$ cat src/rtl/ex_stage.sv
// Execute stage: single-cycle ALU plus an iterative 32-step multiply/divide unit
// that owns the HI/LO registers and stalls upstream through busy.
module ex_stage (
    input  logic        clk,
    input  logic        reset,
    input  logic        halt,
    input  logic        valid_in,
    input  logic [4:0]  alu_op_in,
    input  logic [31:0] operand_a_in,
    input  logic [31:0] operand_b_in,
    input  logic [4:0]  shamt_in,
    input  logic        is_mem_in,
    input  logic        is_int_wb_in,
    input  logic [4:0]  int_wb_address_in,
    output logic        is_mem_out,
    output logic        is_int_wb_out,
    output logic [4:0]  int_wb_address_out,
    output logic [31:0] int_wb_value_out,
    output logic        busy
);

    typedef enum logic [1:0] {S_IDLE, S_MUL, S_DIV} state_t;

    state_t      r_state, w_state_nxt;
    logic [4:0]  r_cnt;
    logic [31:0] r_hi, r_lo;
    logic [31:0] r_wh, r_wl, r_op2, r_a;
    logic        r_neg_q, r_neg_r, r_div0, r_busy;

    logic        w_accept, w_is_mdu, w_signed, w_last;
    logic [31:0] w_res, w_abs_a, w_abs_b;
    logic [32:0] w_mul_sum, w_div_sh;
    logic        w_div_ge;
    logic [31:0] w_div_diff;
    logic [31:0] w_step_hi, w_step_lo, w_fin_hi, w_fin_lo;
    logic [63:0] w_prod;

    assign busy     = r_busy;
    assign w_accept = valid_in & ~r_busy;
    assign w_is_mdu = (alu_op_in >= 5'd14) && (alu_op_in <= 5'd17);
    assign w_signed = ~alu_op_in[0];
    assign w_last   = (r_state != S_IDLE) && (r_cnt == 5'd31);
    assign w_abs_a  = (w_signed && operand_a_in[31]) ? -operand_a_in : operand_a_in;
    assign w_abs_b  = (w_signed && operand_b_in[31]) ? -operand_b_in : operand_b_in;

    always_comb begin
        w_res = '0;
        case (alu_op_in)
            5'd0:  w_res = operand_a_in + operand_b_in;
            5'd1:  w_res = operand_a_in - operand_b_in;
            5'd2:  w_res = operand_a_in & operand_b_in;
            5'd3:  w_res = operand_a_in | operand_b_in;
            5'd4:  w_res = operand_a_in ^ operand_b_in;
            5'd5:  w_res = ~(operand_a_in | operand_b_in);
            5'd6:  w_res = ($signed(operand_a_in) < $signed(operand_b_in)) ? 32'd1 : 32'd0;
            5'd7:  w_res = (operand_a_in < operand_b_in) ? 32'd1 : 32'd0;
            5'd8:  w_res = operand_b_in << shamt_in;
            5'd9:  w_res = operand_b_in >> shamt_in;
            5'd10: w_res = $signed(operand_b_in) >>> shamt_in;
            5'd11: w_res = {operand_b_in[15:0], 16'h0};
            5'd12: w_res = r_hi;
            5'd13: w_res = r_lo;
            default: w_res = '0;
        endcase
    end

    // MUL: {r_wh,r_wl} is the shift-add product register; DIV: r_wh is the
    // partial remainder and r_wl shifts dividend bits out / quotient bits in.
    assign w_mul_sum  = r_wl[0] ? ({1'b0, r_wh} + {1'b0, r_op2}) : {1'b0, r_wh};
    assign w_div_sh   = {r_wh, r_wl[31]};
    assign w_div_ge   = w_div_sh >= {1'b0, r_op2};
    assign w_div_diff = w_div_sh[31:0] - r_op2;

    always_comb begin
        w_step_hi = r_wh;
        w_step_lo = r_wl;
        if (r_state == S_MUL) begin
            w_step_hi = w_mul_sum[32:1];
            w_step_lo = {w_mul_sum[0], r_wl[31:1]};
        end else if (r_state == S_DIV) begin
            w_step_hi = w_div_ge ? w_div_diff : w_div_sh[31:0];
            w_step_lo = {r_wl[30:0], w_div_ge};
        end
    end

    assign w_prod = r_neg_q ? -{w_step_hi, w_step_lo} : {w_step_hi, w_step_lo};

    always_comb begin
        w_fin_hi = w_prod[63:32];
        w_fin_lo = w_prod[31:0];
        if (r_state == S_DIV) begin
            w_fin_lo = r_div0 ? '1   : (r_neg_q ? -w_step_lo : w_step_lo);
            w_fin_hi = r_div0 ? r_a  : (r_neg_r ? -w_step_hi : w_step_hi);
        end
    end

    always_comb begin
        w_state_nxt = r_state;
        case (r_state)
            S_IDLE: if (w_accept && w_is_mdu) w_state_nxt = alu_op_in[4] ? S_DIV : S_MUL;
            S_MUL, S_DIV: if (w_last) w_state_nxt = S_IDLE;
            default: w_state_nxt = S_IDLE;
        endcase
    end

    always_ff @(posedge clk or negedge reset) begin
        if (!reset) begin
            r_state            <= S_IDLE;
            r_busy             <= 1'b0;
            r_cnt              <= '0;
            r_hi               <= '0;
            r_lo               <= '0;
            r_wh               <= '0;
            r_wl               <= '0;
            r_op2              <= '0;
            r_a                <= '0;
            r_neg_q            <= 1'b0;
            r_neg_r            <= 1'b0;
            r_div0             <= 1'b0;
            is_mem_out         <= 1'b0;
            is_int_wb_out      <= 1'b0;
            int_wb_address_out <= '0;
            int_wb_value_out   <= '0;
        end else if (!halt) begin
            r_state <= w_state_nxt;
            r_busy  <= (w_state_nxt != S_IDLE);
            if (w_accept && !w_is_mdu) begin
                is_mem_out         <= is_mem_in;
                is_int_wb_out      <= is_int_wb_in;
                int_wb_address_out <= int_wb_address_in;
                int_wb_value_out   <= w_res;
            end else begin
                is_mem_out         <= 1'b0;
                is_int_wb_out      <= 1'b0;
                int_wb_address_out <= '0;
                int_wb_value_out   <= '0;
            end
            if (r_state == S_IDLE) begin
                if (w_accept && w_is_mdu) begin
                    r_cnt   <= '0;
                    r_wh    <= '0;
                    r_wl    <= w_abs_a;
                    r_op2   <= w_abs_b;
                    r_a     <= operand_a_in;
                    r_neg_q <= w_signed & (operand_a_in[31] ^ operand_b_in[31]);
                    r_neg_r <= w_signed & operand_a_in[31];
                    r_div0  <= (operand_b_in == '0);
                end
            end else begin
                r_cnt <= r_cnt + 5'd1;
                r_wh  <= w_step_hi;
                r_wl  <= w_step_lo;
                if (w_last) begin
                    r_hi <= w_fin_hi;
                    r_lo <= w_fin_lo;
                end
            end
        end
    end

endmodule

$ cat config.mk
export PLATFORM = sky130hd
export DESIGN_NAME = ex_stage
export DESIGN_NICKNAME = d
export VERILOG_FILES = /design/src/rtl/ex_stage.sv
export SDC_FILE = /design/constraint.sdc
export NUM_CORES = 1
export LEC_CHECK = 0
export BUFFER_PORTS_ARGS = -buffer_cell sky130_fd_sc_hd__buf_2
export CORE_MARGIN = 2
export CORE_UTILIZATION = 30
export CTS_CLUSTER_SIZE = 30
export DETAILED_ROUTE_END_ITERATION = 7
export PLACE_DENSITY = 0.49
export SLEW_MARGIN = 20
export SYNTH_ARGS = -nofsm -noshare
export SYNTH_HDL_FRONTEND = slang
export SYNTH_SLANG_ARGS = --single-unit
$ cat constraint.sdc
create_clock -name clk -period 10.7 [get_ports clk]
set_clock_uncertainty 0.1 [all_clocks]
set_input_delay 2.14 -clock clk [delete_from_list [all_inputs] [get_ports clk]]
set_output_delay 2.14 -clock clk [all_outputs]
set_load 0.05 [all_outputs]
# After elaboration in Yosys (flattened, before gate mapping)
# Index checks and enable logic that the tools add are counted.
[word_totals]
ff_bits = 242
word_cells = 111
in_bits = 85
[classes]
bitwise_logic = 12
n_reduce_logical = 16
n_lt_le_gt_ge = 5
shift = 3
n_eq_ne = 17
muxes = 32
addsub = 10
[op_table]
columns = ["op", "n"]
rows = [
  ["32-bit 2-to-1 mux", 18],
  ["32-bit case mux with 14 select lines", 1],
  ["32-bit negator", 4],
  ["32-bit less-than comparator", 2],
  ["64-bit 2-to-1 mux", 1],
  ["64-bit negator", 1],
  ["32-bit subtractor", 2],
  ["32-bit by 32-bit adder with 33-bit output", 1],
  ["33-bit by 32-bit greater-or-equal comparator with 1-bit output", 1],
  ["33-bit 2-to-1 mux", 1],
  ["32-bit adder", 1],
  ["32-bit bitwise AND", 1],
  ["32-bit logical NOT", 1],
  ["32-bit NOT", 1],
  ["32-bit bitwise OR", 1],
  ["32-bit by 5-bit left shift with 32-bit output", 1],
  ["32-bit by 5-bit >> shifter with 32-bit output", 1],
  ["32-bit by 5-bit >>> shifter with 32-bit output", 1],
  ["32-bit XOR", 1],
  ["5-bit by 4-bit == test with 1-bit output (second input constant)", 6],
  ["5-bit by 3-bit == test with 1-bit output (second input constant)", 4],
  ["5-bit 2-to-1 mux", 3],
  ["5-bit by 2-bit == test with 1-bit output (second input constant)", 2],
  ["1-bit logical AND", 6],
  ["21 further kinds", 33],
]

# Longest topological paths before layout
[logic_depth]
word_depth = 8
depth_mapped = 23
depth_no_buf = 20

# Worst setup path after synthesis
# Ideal clock, no wire load.
[synth_path]
path_type = "in2reg"
from = "in operand_b_in[4]"
to = "reg int_wb_value_out[27]"
arrival_ns = 5.495
path_buffers = 2
stages = 17
setup_ns = 0.134
slack_ns = 4.971
required_time_ns = 10.466
cell_sequence = "clkbuf_1 -> inv_1 -> ha_1 -> clkbuf_1 -> and3_1 -> a2111oi_0 -> a211oi_1 -> a221oi_1 -> o2111ai_1 -> a21oi_1 -> o21a_1 -> o21ai_0 -> nor2_1 -> a221oi_1 -> xnor2_1 -> a211oi_1 -> o21ai_0"
[synth_via]
elab_chain_len = 3
word_cells_on_any_way = 7
cone_classes = "add/sub: 2; shift: 3; mux: 2"
[synth_lines]
columns = ["item", "line_no", "source"]
rows = [
  ["start, declared", "10", "input logic [31:0] operand_b_in,"],
  ["32-bit subtractor (tied with other cells)", "50", "5'd1: w_res = operand_a_in - operand_b_in;"],
  ["32-bit case mux with 14 select lines *", "48", "case (alu_op_in)"],
  ["32-bit 2-to-1 mux *", "127", "if (w_accept && !w_is_mdu) begin"],
  ["end signal, assigned", "131", "int_wb_value_out <= w_res;"],
  ["end, declared", "18", "output logic [31:0] int_wb_value_out,"],
]
# Mark *: on every way between the ends. The rest lies on a longest branch, timed or not.
# A chain may end at the register's enable or synchronous reset.

# Worst setup path after layout
[layout_path]
from = "reg r_wh[11]"
to = "reg r_hi[20]"
[layout_via]
elab_chain_len = 8
word_cells_on_any_way = 15
cone_classes = "add/sub: 4; order compare: 1; mux: 10"
[layout_lines]
columns = ["item", "line_no", "source"]
rows = [
  ["start, declared", "27", "logic [31:0] r_wh, r_wl, r_op2, r_a;"],
  ["start signal, assigned", "151", "r_wh <= w_step_hi;"],
  ["32-bit subtractor / 33-bit by 32-bit greater-or-equal comparator with 1-bit output (equally long branches)", "72, 71", ""],
  ["32-bit 2-to-1 mux", "81", "w_step_hi = w_div_ge ? w_div_diff : w_div_sh[31:0];"],
  ["32-bit 2-to-1 mux", "80", "end else if (r_state == S_DIV) begin"],
  ["32-bit 2-to-1 mux", "77", "if (r_state == S_MUL) begin"],
  ["32-bit negator", "93", "w_fin_hi = r_div0 ? r_a : (r_neg_r ? -w_step_hi : w_step_hi);"],
  ["32-bit 2-to-1 mux (2 in series)", "93", ""],
  ["32-bit 2-to-1 mux *", "91", "if (r_state == S_DIV) begin"],
  ["end signal, assigned", "154", "r_hi <= w_fin_hi;"],
  ["end, declared", "26", "logic [31:0] r_hi, r_lo;"],
]
# Marked as above.

==> impl_results.md <==
- Max_cap viols: 0
- Pin count of the biggest net entering global routing: 86
- Total global-route track usage: 0.274
- Total Wirelength: 133000 µm
- Reg power frac: 0.182
- First-pass GRT wire length: 191000 µm
- Largest fanout on the critical path: 14
- Post-cts sizing count: 0
- Grt total ovfl: 0
- Worst hold path class: reg2reg
- Worst path slowest cell: nor4_1
- Post-Synthesis Cells: 3645
- Seq/Total Area, Yosys: 0.222
- Sink Count: 242
- Top_reg_cell synth: dfrtp_1
- Status: finished clean
- DRC viols: 0
- Peak VDD IR: 193 µV
- Net Switching: 4.69 mW
- F_max: 156 MHz
- First-pass DRT Iterations: 8
- Post-synth EDFFs: 0
- Mean Syn Cell Area: 7.48 µm²
- Layout cells sized above 1: 0.0921
- Main combinational cell family by area after synthesis: compound AO/OA/AOI/OAI gates
- R2R Setup Slk: 4310 ps
- Post-synthesis mux area share: 0.0721
- Pleak: 12.6 nW
- Setup Fix Bufs, Post-CTS: 0
- Layout fillers: 9761
- Most common cell after layout, fill and taps aside: nand2_1
- Cell depth of the worst hold path: 2
- Ordered list of cells on the worst path: ha_1 > a21oi_1 > o21ai_0 > a32oi_1 > nand4_4 > a21o_4 > a21boi_1 > buf_4 > ha_1 > and3_1 > nand4_1 > nor3_1 > and4_1 > nand3_1 > nor4_1 > nand3_1 > o31ai_1 > xor2_1 > o221ai_1 > o21a_1
- Startpoint types: register
- Dpl hpwl: 102000 µm
- Post-synth ARST share: 1.00
- Syn nets: 3904
- RSZ-0062 raised after global routing: no
- Most frequent cells in the layout: 439 x nand2_1, 408 x o21ai_0, 295 x a21oi_1, 295 x nor2_1, 241 x dfrtp_1
- P_int: 3.78 mW
- Worst hold start: r_hi[19]
- Final min period: 6390 ps
- Setup-failing EPs final: 0
- Routed WL per cell: 27.5 µm
- Initial Utilization: 0.303
- Hold path endpoint: r_hi[19]
- Largest stage delay, worst path: 710 ps
- Xor/xnor cell area share of the yosys netlist: 0.0655
- Setup CP Type: reg2reg
- Final count of pins violating max slew: 0
- CTS tree: done
- H-tree Lvls: 2
- Initial antenna violation count: 4
- Final RePlAce weighted congestion: 1.02
- Clk root buf: clkbuf_16
- Mapped Area: 0.0273 mm²
- IO Count: 125
- Core ar.: 0.0900 mm²
- Total CTS buffers: 35
- Netlist cell types: 111
- Area grow syn2layout: 10.2%
- Via Count: 29068
- Nets: 3881
- Critical R2R Capture: r_hi[20]
- Via-per-instance ratio: 6.03
- Synth Area in Compound Gates: 0.301
- Storage element area: 0.00606 mm²
- Clock share of power: 0.139
- Yosys reg bits: 242
- Clk buf depth: 3
- Port Buffers: 124
- Vias in the first global route: 27167
- Chip Width: 305 µm
- Worst rel slew slack: 0.219
- Post-synthesis simple-gate area fraction: 0.201
- Synth Area in Adders: 0.0810
- DRT iter0 DRCs: 3726
- Worst Max-Slew Pin Slew: 1170 ps
- Cts hold-fix bufs: 0
- Die H: 305 µm
- Switching share of power: 0.554
- Hold Vio Cnt, Final: 0
- Critical Path AT: 6740 ps
- Period utilization: 0.598
- Worst skew pair latency: 570 ps
- Clk slew on worst S/H paths: 50 ps
- Place WS: 4070 ps
- Cell Pwr Density: 282 mW/mm²
- Worst R2R Start: r_wh[11]
- Setup ws final: 4310 ps
- Combinational group share of total power: 0.679
- Die footprint: 0.0933 mm²
- Syn. warnings: 0
- Critical Path Sink Type: register
- Multi-input gate area: 0.0197 mm²
- Worst EP required: 11050 ps
- Post-route ant nets: 0
- Total negative setup slack: 0 ps
- Worst-case reg-to-reg path depth: 20
- Row count: 110
- Critical Path Source: r_wh[11]
## stage by stage
stage / instance area [µm²] / util / std cells / hold slack [ps] / power [mW]
2_1_floorplan: 27300 / - / 3645 / 341 / 5.42
3_3_place_gp: 28900 / 0.321 / 4761 / 360 / 7.11
3_5_place_dp: 28900 / 0.321 / 4761 / 364 / 7.10
4_1_cts: 30000 / 0.334 / 4823 / 376 / 8.33
5_1_grt: 30000 / 0.334 / 4824 / 412 / 9.02
6_report: 30000 / 0.334 / 4824 / 379 / 8.47
## metal layers
| metal | GRT usage | wire length, µm | vias to the layer above |
|---|---|---|---|
| met1 | 0.394 | 59900 | 14105 |
| met4 | 0.107 | 5980 | 6 |
| met2 | 0.398 | 54600 | 1395 |
| li1 | - | - | 13293 |
| met5 | 0 | 34 | - |
| met3 | 0.0563 | 12000 | 269 |
## worst max-delay path, delay by kind of cell (launching register included)
kind / cells / cell delay [ps]
compound gates: 8 / 2040
xor+xnor: 1 / 210
fa+ha+maj: 2 / 710
buf+inv: 1 / 210
flops: 1 / 500
simple gates: 8 / 2490
## cells by family after synthesis
kind of cell | count (synthesis)
flops | 242
buf+inv | 397
compound gates | 1277
simple gates | 1168
mux | 183
fa+ha+maj | 174
xor+xnor | 204
## power groups by stage
stage          combinational [mW]  clock (mW)  sequential (mW)
6_report                     5.75        1.18             1.54
5_1_grt                      6.21        1.24             1.57
4_1_cts                      5.59        1.20             1.53
3_5_place_dp                 5.56           0             1.54
3_3_place_gp                 5.57           0             1.54
2_1_floorplan                4.02           0             1.40
## worst max path at each step
stage | to | slack [ps]
floorplan | int_wb_value_out[27] | 4970
global placement | int_wb_value_out[30] | 4030
detailed placement | int_wb_value_out[30] | 4070
CTS | r_hi[20] | 4510
global route | r_hi[20] | 4010
finish | r_hi[20] | 4310
## state kept, by name, indices dropped and copies added (netlist names)
name	flops
r_a	32
is_int_wb_out	1
r_neg_r	1
r_neg_q	1
r_op2	32
r_hi	32
r_wh	32
is_mem_out	1
r_state	2
r_cnt	5
r_wl	32
r_div0	1
r_lo	32
int_wb_value_out	32
busy	1
int_wb_address_out	5
## cell type report
| type | count | area share |
|---|---|---|
| clock buffer | 52 | 0.0340 |
| tap | 1176 | 0.0490 |
| clock inverter | 10 | 0.00333 |
| sequential | 242 | 0.202 |
| inverter | 160 | 0.0200 |
| timing repair buffer | 177 | 0.0343 |
| multi-input combinational | 3006 | 0.658 |
| antenna | 1 | 0.0000833 |
## cells in the mapped netlist, types with 31 or more instances
master	n	area share
a211oi_1	48	0.013
nor4_1	34	0.0078
nand4_1	35	0.0080
clkbuf_1	186	0.026
nor3_1	60	0.011
o22a_1	37	0.012
a221oi_1	31	0.010
xor2_1	64	0.021
a21oi_1	295	0.054
o211ai_1	46	0.013
o21ai_0	408	0.075
nor2_1	298	0.041
nand2b_1	48	0.011
a21o_1	37	0.010
o31ai_1	33	0.0091
nand3_1	69	0.013
a22o_1	35	0.011
dfrtp_1	242	0.22
a31oi_1	41	0.0094
ha_1	170	0.078
mux2i_1	156	0.057
inv_1	156	0.021
nand2_1	440	0.061
and3_1	33	0.0076
xnor2_1	140	0.045
Note: power is estimated with default switching activity, not from simulation.
